File: src/rtl/iob_cache_pkg.sv
// rtl/iob_cache_pkg.sv - shared types and helpers for the cache replacement sequencer
// Purpose: FSM state encodings and a lowest-set-bit priority encoder used by
//          the one-hot pickers and any onehot_to_bin style consumer.
// Ports:   none (package).
package iob_cache_pkg;

  typedef enum logic [2:0] {
    ST_IDLE      = 3'd0,
    ST_UPD       = 3'd1,
    ST_VICTIM    = 3'd2,
    ST_FILL      = 3'd3,
    ST_FLUSH     = 3'd4,
    ST_FLUSH_END = 3'd5
  } state_t;

  // Widest way vector the encoder handles; callers zero-extend into it.
  localparam int MAX_WAYS = 64;

  // Index of the lowest set bit; 0 when the vector is empty (callers check
  // emptiness separately).
  function automatic int unsigned lowest_set_idx(input logic [MAX_WAYS-1:0] v);
    int unsigned idx;
    idx = 0;
    for (int i = MAX_WAYS - 1; i >= 0; i--) begin
      if (v[i]) idx = i;
    end
    return idx;
  endfunction

endpackage

File: src/rtl/iob_cache_replace_ctrl_if.sv
// rtl/iob_cache_replace_ctrl_if.sv - lookup, fill, replacement and valid-clear signal bundle
// Purpose: groups every non-clock/reset signal of the replacement sequencer.
// Ports:   slave modport = controller side, master modport = surrounding cache.
//          req_*  lookup handshake, rep_* replacement-memory control,
//          fill_* line-fill handshake, vld_clr_* valid sweep, done/busy status.
interface iob_cache_replace_ctrl_if #(
  parameter int N_WAYS   = 8,
  parameter int NLINES_W = 7
);
  logic                req_valid_i;
  logic                req_ready_o;
  logic [NLINES_W-1:0] req_line_i;
  logic                req_hit_i;
  logic [N_WAYS-1:0]   req_way_hit_i;
  logic [N_WAYS-1:0]   req_valid_ways_i;
  logic                flush_i;
  logic                rep_we_o;
  logic [NLINES_W-1:0] rep_line_o;
  logic [N_WAYS-1:0]   rep_way_hit_o;
  logic [N_WAYS-1:0]   rep_way_select_i;
  logic                rep_rst_o;
  logic                fill_req_o;
  logic [NLINES_W-1:0] fill_line_o;
  logic [N_WAYS-1:0]   fill_way_o;
  logic                fill_ack_i;
  logic                vld_clr_we_o;
  logic [NLINES_W-1:0] vld_clr_line_o;
  logic                done_o;
  logic [N_WAYS-1:0]   done_way_o;
  logic                busy_o;

  modport slave (
    input  req_valid_i, req_line_i, req_hit_i, req_way_hit_i, req_valid_ways_i,
           flush_i, rep_way_select_i, fill_ack_i,
    output req_ready_o, rep_we_o, rep_line_o, rep_way_hit_o, rep_rst_o,
           fill_req_o, fill_line_o, fill_way_o, vld_clr_we_o, vld_clr_line_o,
           done_o, done_way_o, busy_o
  );

  modport master (
    output req_valid_i, req_line_i, req_hit_i, req_way_hit_i, req_valid_ways_i,
           flush_i, rep_way_select_i, fill_ack_i,
    input  req_ready_o, rep_we_o, rep_line_o, rep_way_hit_o, rep_rst_o,
           fill_req_o, fill_line_o, fill_way_o, vld_clr_we_o, vld_clr_line_o,
           done_o, done_way_o, busy_o
  );
endinterface

File: src/rtl/iob_cache_prio_onehot.sv
// rtl/iob_cache_prio_onehot.sv - lowest-set-bit one-hot picker
// Purpose: reduces a way vector to the one-hot of its lowest set bit.
// Ports:   vec_i    input way vector
//          onehot_o one-hot lowest set bit (all zero when vec_i is zero)
//          zero_o   vec_i has no bit set
module iob_cache_prio_onehot
  import iob_cache_pkg::*;
#(
  parameter int N_WAYS = 8
) (
  input  logic [N_WAYS-1:0] vec_i,
  output logic [N_WAYS-1:0] onehot_o,
  output logic              zero_o
);

  int unsigned idx;

  assign idx      = lowest_set_idx(MAX_WAYS'(vec_i));
  assign zero_o   = ~|vec_i;
  assign onehot_o = zero_o ? '0 : (N_WAYS'(1) << idx);

endmodule

File: src/rtl/iob_cache_replace_ctrl.sv
// rtl/iob_cache_replace_ctrl.sv - replacement-policy and valid-array sequencer
// Purpose: takes lookup results one at a time; hits update the policy, misses
//          pick a victim, run the line fill and then update the policy, and
//          flushes sweep the valid array and clear the policy state.
// Ports:   clk_i   clock
//          rst_n_i synchronous active-low reset
//          bus     iob_cache_replace_ctrl_if.slave (lookup, fill, replacement,
//                  valid-clear and status signals)
module iob_cache_replace_ctrl
  import iob_cache_pkg::*;
#(
  parameter int N_WAYS   = 8,
  parameter int NLINES_W = 7
) (
  input  logic                        clk_i,
  input  logic                        rst_n_i,
  iob_cache_replace_ctrl_if.slave     bus
);

  state_t              state, state_nx;
  logic                flush_pend, flush_pend_nx;
  logic [NLINES_W-1:0] cnt, cnt_nx;
  logic [NLINES_W-1:0] line_q;
  logic [N_WAYS-1:0]   way_q;
  logic [N_WAYS-1:0]   vways_q;
  logic                accept;

  logic [N_WAYS-1:0]   inv_low, sel_low, victim;
  logic                inv_zero, sel_zero;

  // Lowest invalid way of the latched set.
  iob_cache_prio_onehot #(.N_WAYS(N_WAYS)) u_inv_pick (
    .vec_i    (~vways_q),
    .onehot_o (inv_low),
    .zero_o   (inv_zero)
  );

  // Sanitised policy choice: a one-hot select passes through unchanged, a
  // multi-hot select collapses to its lowest bit.
  iob_cache_prio_onehot #(.N_WAYS(N_WAYS)) u_sel_pick (
    .vec_i    (bus.rep_way_select_i),
    .onehot_o (sel_low),
    .zero_o   (sel_zero)
  );

  assign victim = !inv_zero ? inv_low : (sel_zero ? N_WAYS'(1) : sel_low);

  assign bus.req_ready_o = (state == ST_IDLE) && !flush_pend && !bus.flush_i;
  assign accept          = bus.req_valid_i && bus.req_ready_o;

  always_ff @(posedge clk_i) begin
    if (!rst_n_i) begin
      state      <= ST_IDLE;
      flush_pend <= 1'b0;
      cnt        <= '0;
      line_q     <= '0;
      way_q      <= '0;
      vways_q    <= '0;
    end else begin
      state      <= state_nx;
      flush_pend <= flush_pend_nx;
      cnt        <= cnt_nx;
      if (accept) begin
        line_q  <= bus.req_line_i;
        way_q   <= bus.req_way_hit_i;
        vways_q <= bus.req_valid_ways_i;
      end
      // On a miss the latched hit vector is meaningless; replace it with the victim.
      if (state == ST_VICTIM) way_q <= victim;
    end
  end

  always_comb begin
    state_nx      = state;
    flush_pend_nx = flush_pend;
    cnt_nx        = cnt;
    unique case (state)
      ST_IDLE: begin
        if (bus.flush_i || flush_pend) begin
          state_nx      = ST_FLUSH;
          flush_pend_nx = 1'b0;
          cnt_nx        = '0;
        end else if (accept) begin
          state_nx = bus.req_hit_i ? ST_UPD : ST_VICTIM;
        end
      end
      ST_UPD: begin
        flush_pend_nx = flush_pend || bus.flush_i;
        state_nx      = ST_IDLE;
      end
      ST_VICTIM: begin
        flush_pend_nx = flush_pend || bus.flush_i;
        state_nx      = ST_FILL;
      end
      ST_FILL: begin
        flush_pend_nx = flush_pend || bus.flush_i;
        if (bus.fill_ack_i) state_nx = ST_UPD;
      end
      ST_FLUSH: begin
        cnt_nx = cnt + NLINES_W'(1);
        if (&cnt) state_nx = ST_FLUSH_END;
      end
      ST_FLUSH_END: begin
        // A flush request still held here queues exactly one more sweep.
        flush_pend_nx = bus.flush_i;
        state_nx      = ST_IDLE;
      end
      default: state_nx = ST_IDLE;
    endcase
  end

  assign bus.rep_we_o       = (state == ST_UPD);
  assign bus.rep_line_o     = line_q;
  assign bus.rep_way_hit_o  = (state == ST_UPD) ? way_q : '0;
  assign bus.rep_rst_o      = (state == ST_FLUSH_END);
  assign bus.fill_req_o     = (state == ST_FILL);
  assign bus.fill_line_o    = line_q;
  assign bus.fill_way_o     = way_q;
  assign bus.vld_clr_we_o   = (state == ST_FLUSH);
  assign bus.vld_clr_line_o = cnt;
  assign bus.done_o         = (state == ST_UPD);
  assign bus.done_way_o     = (state == ST_UPD) ? way_q : '0;
  assign bus.busy_o         = (state != ST_IDLE) || flush_pend;

endmodule

File: src/flat_wrapper.sv
// flat-port wrapper written by rule: the top's interface ports become plain ports
module iob_cache_replace_ctrl_flat import iob_cache_pkg::*;
#(
  parameter int N_WAYS   = 8,
  parameter int NLINES_W = 7
)
  (clk_i, rst_n_i, bus_req_valid_i, bus_req_line_i, bus_req_hit_i, bus_req_way_hit_i, bus_req_valid_ways_i, bus_flush_i, bus_rep_way_select_i, bus_fill_ack_i, bus_req_ready_o, bus_rep_we_o, bus_rep_line_o, bus_rep_way_hit_o, bus_rep_rst_o, bus_fill_req_o, bus_fill_line_o, bus_fill_way_o, bus_vld_clr_we_o, bus_vld_clr_line_o, bus_done_o, bus_done_way_o, bus_busy_o);
  iob_cache_replace_ctrl_if #(.N_WAYS(N_WAYS), .NLINES_W(NLINES_W)) bus_i ();
  input  logic clk_i;
  input  logic rst_n_i;
  input wire logic [$bits(bus_i.req_valid_i)-1:0] bus_req_valid_i;
  input wire logic [$bits(bus_i.req_line_i)-1:0] bus_req_line_i;
  input wire logic [$bits(bus_i.req_hit_i)-1:0] bus_req_hit_i;
  input wire logic [$bits(bus_i.req_way_hit_i)-1:0] bus_req_way_hit_i;
  input wire logic [$bits(bus_i.req_valid_ways_i)-1:0] bus_req_valid_ways_i;
  input wire logic [$bits(bus_i.flush_i)-1:0] bus_flush_i;
  input wire logic [$bits(bus_i.rep_way_select_i)-1:0] bus_rep_way_select_i;
  input wire logic [$bits(bus_i.fill_ack_i)-1:0] bus_fill_ack_i;
  output wire logic [$bits(bus_i.req_ready_o)-1:0] bus_req_ready_o;
  output wire logic [$bits(bus_i.rep_we_o)-1:0] bus_rep_we_o;
  output wire logic [$bits(bus_i.rep_line_o)-1:0] bus_rep_line_o;
  output wire logic [$bits(bus_i.rep_way_hit_o)-1:0] bus_rep_way_hit_o;
  output wire logic [$bits(bus_i.rep_rst_o)-1:0] bus_rep_rst_o;
  output wire logic [$bits(bus_i.fill_req_o)-1:0] bus_fill_req_o;
  output wire logic [$bits(bus_i.fill_line_o)-1:0] bus_fill_line_o;
  output wire logic [$bits(bus_i.fill_way_o)-1:0] bus_fill_way_o;
  output wire logic [$bits(bus_i.vld_clr_we_o)-1:0] bus_vld_clr_we_o;
  output wire logic [$bits(bus_i.vld_clr_line_o)-1:0] bus_vld_clr_line_o;
  output wire logic [$bits(bus_i.done_o)-1:0] bus_done_o;
  output wire logic [$bits(bus_i.done_way_o)-1:0] bus_done_way_o;
  output wire logic [$bits(bus_i.busy_o)-1:0] bus_busy_o;
  assign bus_i.req_valid_i = bus_req_valid_i;
  assign bus_i.req_line_i = bus_req_line_i;
  assign bus_i.req_hit_i = bus_req_hit_i;
  assign bus_i.req_way_hit_i = bus_req_way_hit_i;
  assign bus_i.req_valid_ways_i = bus_req_valid_ways_i;
  assign bus_i.flush_i = bus_flush_i;
  assign bus_i.rep_way_select_i = bus_rep_way_select_i;
  assign bus_i.fill_ack_i = bus_fill_ack_i;
  assign bus_req_ready_o = bus_i.req_ready_o;
  assign bus_rep_we_o = bus_i.rep_we_o;
  assign bus_rep_line_o = bus_i.rep_line_o;
  assign bus_rep_way_hit_o = bus_i.rep_way_hit_o;
  assign bus_rep_rst_o = bus_i.rep_rst_o;
  assign bus_fill_req_o = bus_i.fill_req_o;
  assign bus_fill_line_o = bus_i.fill_line_o;
  assign bus_fill_way_o = bus_i.fill_way_o;
  assign bus_vld_clr_we_o = bus_i.vld_clr_we_o;
  assign bus_vld_clr_line_o = bus_i.vld_clr_line_o;
  assign bus_done_o = bus_i.done_o;
  assign bus_done_way_o = bus_i.done_way_o;
  assign bus_busy_o = bus_i.busy_o;
  iob_cache_replace_ctrl #(.N_WAYS(N_WAYS), .NLINES_W(NLINES_W)) u_core (.clk_i(clk_i), .rst_n_i(rst_n_i), .bus(bus_i));
endmodule
File: config.mk
export PLATFORM = sky130hd
export DESIGN_NAME = iob_cache_replace_ctrl_flat
export DESIGN_NICKNAME = d
export VERILOG_FILES = /design/src/rtl/iob_cache_pkg.sv /design/src/rtl/iob_cache_replace_ctrl_if.sv /design/src/rtl/iob_cache_prio_onehot.sv /design/src/rtl/iob_cache_replace_ctrl.sv /design/src/flat_wrapper.sv
export SDC_FILE = /design/constraint.sdc
export NUM_CORES = 1
export LEC_CHECK = 0
export CORE_MARGIN = 4
export CORE_UTILIZATION = 38
export CTS_BUF_LIST = sky130_fd_sc_hd__clkbuf_4
export DETAILED_ROUTE_END_ITERATION = 12
export PLACE_DENSITY_LB_ADDON = 0.15
export SETUP_SLACK_MARGIN = 0.15
export SYNTH_ARGS = -nofsm -noshare
export SYNTH_HDL_FRONTEND = slang
export SYNTH_SLANG_ARGS = --single-unit
File: constraint.sdc
create_clock -name clk_i -period 1.5 [get_ports clk_i]
set_input_delay 0.225 -clock clk_i [delete_from_list [all_inputs] [get_ports clk_i]]
set_output_delay 0.225 -clock clk_i [all_outputs]
set_load 0.05 [all_outputs]
Yosys cells after proc, flatten, opt, wreduce, memory -nomap -nowiden
Index checks and enable logic that the tools add are counted.
- register bits after elaboration: 34
- bits in latches: 0
- bits in writable memories: 0
- ROM bits: 0
- input port bits: 37
- output and inout bits: 52
- word-level logic and storage cells: 69
- memories: 0
- add/sub/neg operators: 1
- multipliers: 0
- divide/modulo/power cells: 0
- order comparisons: 0
- eq/ne operators: 9
- shift operators: 2
- multiplexer cells: 31
- bitwise operators: 1
- reductions and logical operators: 19
- operator list (cell ; count):
    $mux W32 ; 14
    $shl A1 B32 Y8 const A ; 2
    $mux W8 ; 5
    $mux W3 ; 6
    $reduce_or A8 Y1 ; 2
    $pmux W7 S2 ; 1
    $pmux W3 S4 ; 1
    $not A8 Y8 ; 1
    $add A7 B1 Y7 const B ; 1
    $mux W7 ; 1
    $reduce_and A7 Y1 ; 1
    $eq A3 B2 Y1 const B ; 2
    $eq A3 B3 Y1 const B ; 2
    $reduce_bool A3 Y1 ; 2
    $ne A2 B2 Y1 const B ; 2
    $reduce_and A2 Y1 ; 2
    $reduce_bool A2 Y1 ; 2
    $eq A3 B1 Y1 const B ; 1
    $logic_and A1 B1 Y1 ; 3
    $logic_not A3 Y1 ; 1
    $ne A3 B2 Y1 const B ; 1
    $pmux W1 S3 ; 1
    $reduce_and A3 Y1 ; 1
    $reduce_or A3 Y1 ; 1
    5 further kinds ; 7

Depth between registers and ports, before layout
- word-level depth: 12
- mapped depth: 8
- mapped depth without buffers: 6

Cells and area by module
Synthesis repeated with hierarchy kept, for this count alone.
- cell total of the unflattened synthesis: 256
- area, all modules: 2068.2 um2
- by module, submodules not included (module ; instances ; cells each ; area each (um2) ; seq. area each (um2)):
    iob_cache_replace_ctrl ; 1 ; 230 ; 1883.1 ; 680.7
    iob_cache_prio_onehot ; 2 ; 13 ; 92.6 ; 0.0

Worst setup path before layout
OpenSTA, ideal clock, no wires.
- kind: register -> output
- from: reg u_core.state[0]
- to: out bus_rep_way_hit_o[0]
- arrival: 2.970 ns
- data required time: 1.275 ns
- setup slack: -1.695 ns
- stages on the path, launching flop included: 5
- path buffers: 2
- cells stage by stage: dfxtp_1 -> buf_2 -> nor3b_1 -> and2_1 -> buf_4
- longest elaborated chain between the ends: 2
- RTL lines (what ; RTL line ; source):
    start: declaration ; iob_cache_replace_ctrl.sv:20 ; state_t state, state_nx;
    start signal: assignment ; iob_cache_replace_ctrl.sv:60 ; state <= state_nx;
    $eq A3 B1 Y1 ; -- ;
    named net bus_done_o ; flat_wrapper.sv:29 ; output wire logic [$bits(bus_i.done_o)-1:0] bus_done_o;
    $mux W8 ; iob_cache_replace_ctrl.sv:114 ; assign bus.rep_way_hit_o = (state == ST_UPD) ? way_q : '0;
    end: declaration ; flat_wrapper.sv:22 ; output wire logic [$bits(bus_i.rep_way_hit_o)-1:0] bus_rep_way_hit_o;
The timed path passes the listed nets, and every way through them passes these cells.

Worst setup path in the final report
- from: reg u_core.state[1]
- to: out bus_done_way_o[7]
- longest elaborated chain between the ends: 2
- RTL lines (what ; RTL line ; source):
    $eq A3 B1 Y1 ; iob_cache_replace_ctrl.sv:122 ; assign bus.done_way_o = (state == ST_UPD) ? way_q : '0;
    $mux W8 ; iob_cache_replace_ctrl.sv:122 ;
    end: declaration ; flat_wrapper.sv:30 ; output wire logic [$bits(bus_i.done_way_o)-1:0] bus_done_way_o;
Every way passes these cells.

==> impl_metrics.env <==
export IMPL_cts_made_buffers=5
export IMPL_grt_pass1_wl_mm=10.2
export IMPL_seq_power_share=0.237
export IMPL_comb_power_share=0.583
export IMPL_dpl_cell_area_um2=3370
export IMPL_path_delay_family="buffers and inverters"
export IMPL_ir_worst_vdd_mv=0.816
export IMPL_drt_pass1_iter_count=4
export IMPL_finalSetupViolCount=40
export IMPL_ys_seq_elements=34
export IMPL_h_tree_depth=2
export IMPL_fin_crit_sh=1.18
export IMPL_worstPathRequired_ns=1.27
export IMPL_synthTopCellsByArea="dfxtp_1 (36%), a21oi_1 (8.4%), buf_4 (7.5%)"
export IMPL_drt_wirelength_per_cell_um=18.0
export IMPL_cts_root_buf="clkbuf_4"
export IMPL_crit_chain="buf_6, nor3b_4, buf_12, and2_4, buf_12"
export IMPL_netlist_cell_type_count=49
export IMPL_power_density_nw_per_um2=1210
export IMPL_p_sw_w=0.00197
export IMPL_ys_flop_type="dfxtp_1"
export IMPL_synth_edf_count=0
export IMPL_nets=411
export IMPL_crit_top_cell="buf_12"
export IMPL_hold_buffers=0
export IMPL_num_vias=2411
export IMPL_fin_ws_ns=-0.266
export IMPL_min_path_type="in2reg"
export IMPL_synthArstFlopShare=0
export IMPL_dp_slack_ns=-0.441
export IMPL_sw_frac_of_total=0.400
export IMPL_cp_arrival_ns=1.54
export IMPL_synth_top_cell_by_area="dfxtp_1"
export IMPL_clk_pin_slew_worst_paths_ns=0.12
export IMPL_antenna_found_initial=0
export IMPL_ant_nets=0
export IMPL_timing_final_hold_violations=0
export IMPL_worst_clock_skew_ns=0.0151
export IMPL_grt_pass1_vias=2223
export IMPL_clock_fmax_mhz=566
export IMPL_p_leak_nw=1.64
export IMPL_period_minus_slack_ns=1.77
export IMPL_core_area_um2=4790
export IMPL_clockPowerShare=0.180
export IMPL_design_area_um2=4080
export IMPL_place_congestion=0.853
export IMPL_cp_end_kind="primary output"
export IMPL_initial_core_util=0.399
export IMPL_drc=0
export IMPL_slew_headroom=0.765
export IMPL_drt_total_wl_mm=7.93
export IMPL_dieWidth_um=78.9
export IMPL_path_buf_inv=3
export IMPL_groute_usage_overall=0.207
export IMPL_clk_latency_ns=0.35
export IMPL_crit_type="reg2out"
export IMPL_port_buffers=88
export IMPL_drt_iter0_markers=201
export IMPL_synth_top_cell_area_share=0.356
export IMPL_cts_tree="yes"
export IMPL_drive_above_1_share=0.586
export IMPL_status="complete, but fails checks"
export IMPL_globalRouteOverflowTotal=0
export IMPL_fp_row_count=25
export IMPL_diodes=0
export IMPL_die_area_um2=6230
export IMPL_synth_warnings=0
export IMPL_finalMaxSlewViolations=0
export IMPL_ys_seq_area_frac=0.356
export IMPL_clk_path_buf_depth=2
export IMPL_grt_max_degree=13
export IMPL_holdWs_ns=0.419
export IMPL_rsz0062_at_grt="yes"
export IMPL_synth_avg_cell_area_um2=7.77
export IMPL_synth_area_um2=1910
export IMPL_slowest_stage="dfxtp_4"
export IMPL_dieHeight_um=78.9
export IMPL_violations="negative setup slack"
export IMPL_area_growth_pct=113
export IMPL_io_pins=89
export IMPL_avgViaCountPerCell=5.47
export IMPL_dp_hpwl_mm=4.49
export IMPL_synth_fp_nets=284
export IMPL_max_cap_violations=0
export IMPL_path_max_fanout=10
export IMPL_worstSetupStartpointType="flip-flop"
export IMPL_numClockSinks=34
export IMPL_worst_pin_slew_ns=0.351
export IMPL_critPathMaxStageDelay_ns=0.39
export IMPL_synthCells=246
export IMPL_internal_power_w=0.00295
-- power groups by stage --
stage / combinational [W] / clock (W) / sequential, W
final: 0.00287 / 0.000884 / 0.00117
after global routing: 0.00298 / 0.000937 / 0.00118
after CTS: 0.00246 / 0.000887 / 0.00113
after detailed placement: 0.00202 / 0 / 0.00115
after global placement: 0.00201 / 0 / 0.00115
after floorplan: 0.00108 / 0 / 0.00132
-- tightest hold or removal path: stages --
cell	delay [ns]
clkdlybuf4s50_1	0.39
nand2_1	0.08
a21oi_2	0.05
-- cells by family after synthesis --
| logic type | Yosys count | synth area share |
|---|---|---|
| mux | 2 | 0.0111 |
| flops | 34 | 0.356 |
| fa+ha+maj | 1 | 0.00654 |
| compound gates | 66 | 0.221 |
| simple gates | 105 | 0.291 |
| buf+inv | 38 | 0.115 |
-- cells in the mapped netlist (2+ instances only) --
cell	instances
nand2_1	36
dfxtp_1	34
a21oi_1	32
buf_4	19
nor2_1	16
and2_1	10
inv_1	8
nand3_1	8
and3_1	6
o21ai_0	6
clkbuf_1	5
a22oi_1	4
a31oi_1	4
buf_2	4
nand4_1	4
o21a_1	4
nand2b_1	3
nand3b_1	3
nor3_1	3
nor3b_1	3
a21o_1	2
nand4b_1	2
nor2b_1	2
o31ai_1	2
or3b_1	2
-- placed cells by master (no fill, tap or decap), drive strengths merged, types with 3 or more instances in the layout --
master / n
a22oi: 4
buf: 113
clkbuf: 5
a21oi: 32
nor3b: 3
nand4: 4
nand3b: 3
dfxtp: 34
nor3: 3
dlygate4sd2: 3
clkdlybuf4s50: 33
nand2b: 3
nand2: 37
and3: 6
nor2: 18
and2: 10
o21ai: 6
inv: 8
a31oi: 4
o21a: 4
nand3: 8
-- per-stage QoR --
step	setup TNS [ns]	util	instances	total power [W]
detailed placement	-5.76	0.703	414	0.00318
floorplan	-5.77	-	246	0.00240
finish	-7.09	0.852	441	0.00492
CTS	-6.67	0.782	435	0.00448
global route	-9.92	0.852	441	0.00511
global placement	-4.93	0.703	414	0.00316
-- what timing repair did --
action                     in CTS  in global routing
setup buffers                  11                  6
pin swaps                      17                 32
resized for setup              50                 75
cloned                          2                  0
setup endpoints to repair      56                 56
-- sequential cells by signal (all words and copies together) (netlist names) --
name,flops
u_core.bus.fill_way_o,8
u_core.bus.fill_line_o,7
u_core.vways_q,8
u_core.bus.vld_clr_line_o,7
u_core.flush_pend,1
u_core.state,3
-- path summary, 6_finish.rpt --
kind | depth (start not counted) | start | to | slack [ns]
worst max-delay path | 5 | u_core.state[1]$_SDFFE_PN0P_ | bus_done_way_o[7] | -0.27
worst min-delay path | 3 | bus_req_valid_ways_i[6] | u_core.vways_q[6]$_SDFFE_PN0P_ | 0.42
worst max register to register | 8 | u_core.state[2]$_SDFFE_PN0P_ | u_core.state[1]$_SDFFE_PN0P_ | -0.24
worst min register to register | 2 | u_core.vways_q[7]$_SDFFE_PN0P_ | u_core.vways_q[7]$_SDFFE_PN0P_ | 0.49
-- metal layers --
metal  up-vias  share of wire  global-route usage
li1       1109              -                   -
met1      1151           0.37               0.238
met2       135           0.51               0.375
met3        16          0.094              0.0556
met4         0          0.020              0.0619
met5         -              0                   0
-- cell type report --
cell class                 count  area [um^2]
clock buffer                   5         37.5
sequential                    34          706
fill                         250          709
inverter                       9         42.5
tap                           67         83.8
timing repair buffer         149         1750
multi-input combinational    174         1390
clock inverter                 3         68.8
(Power assumes the default switching activity.)
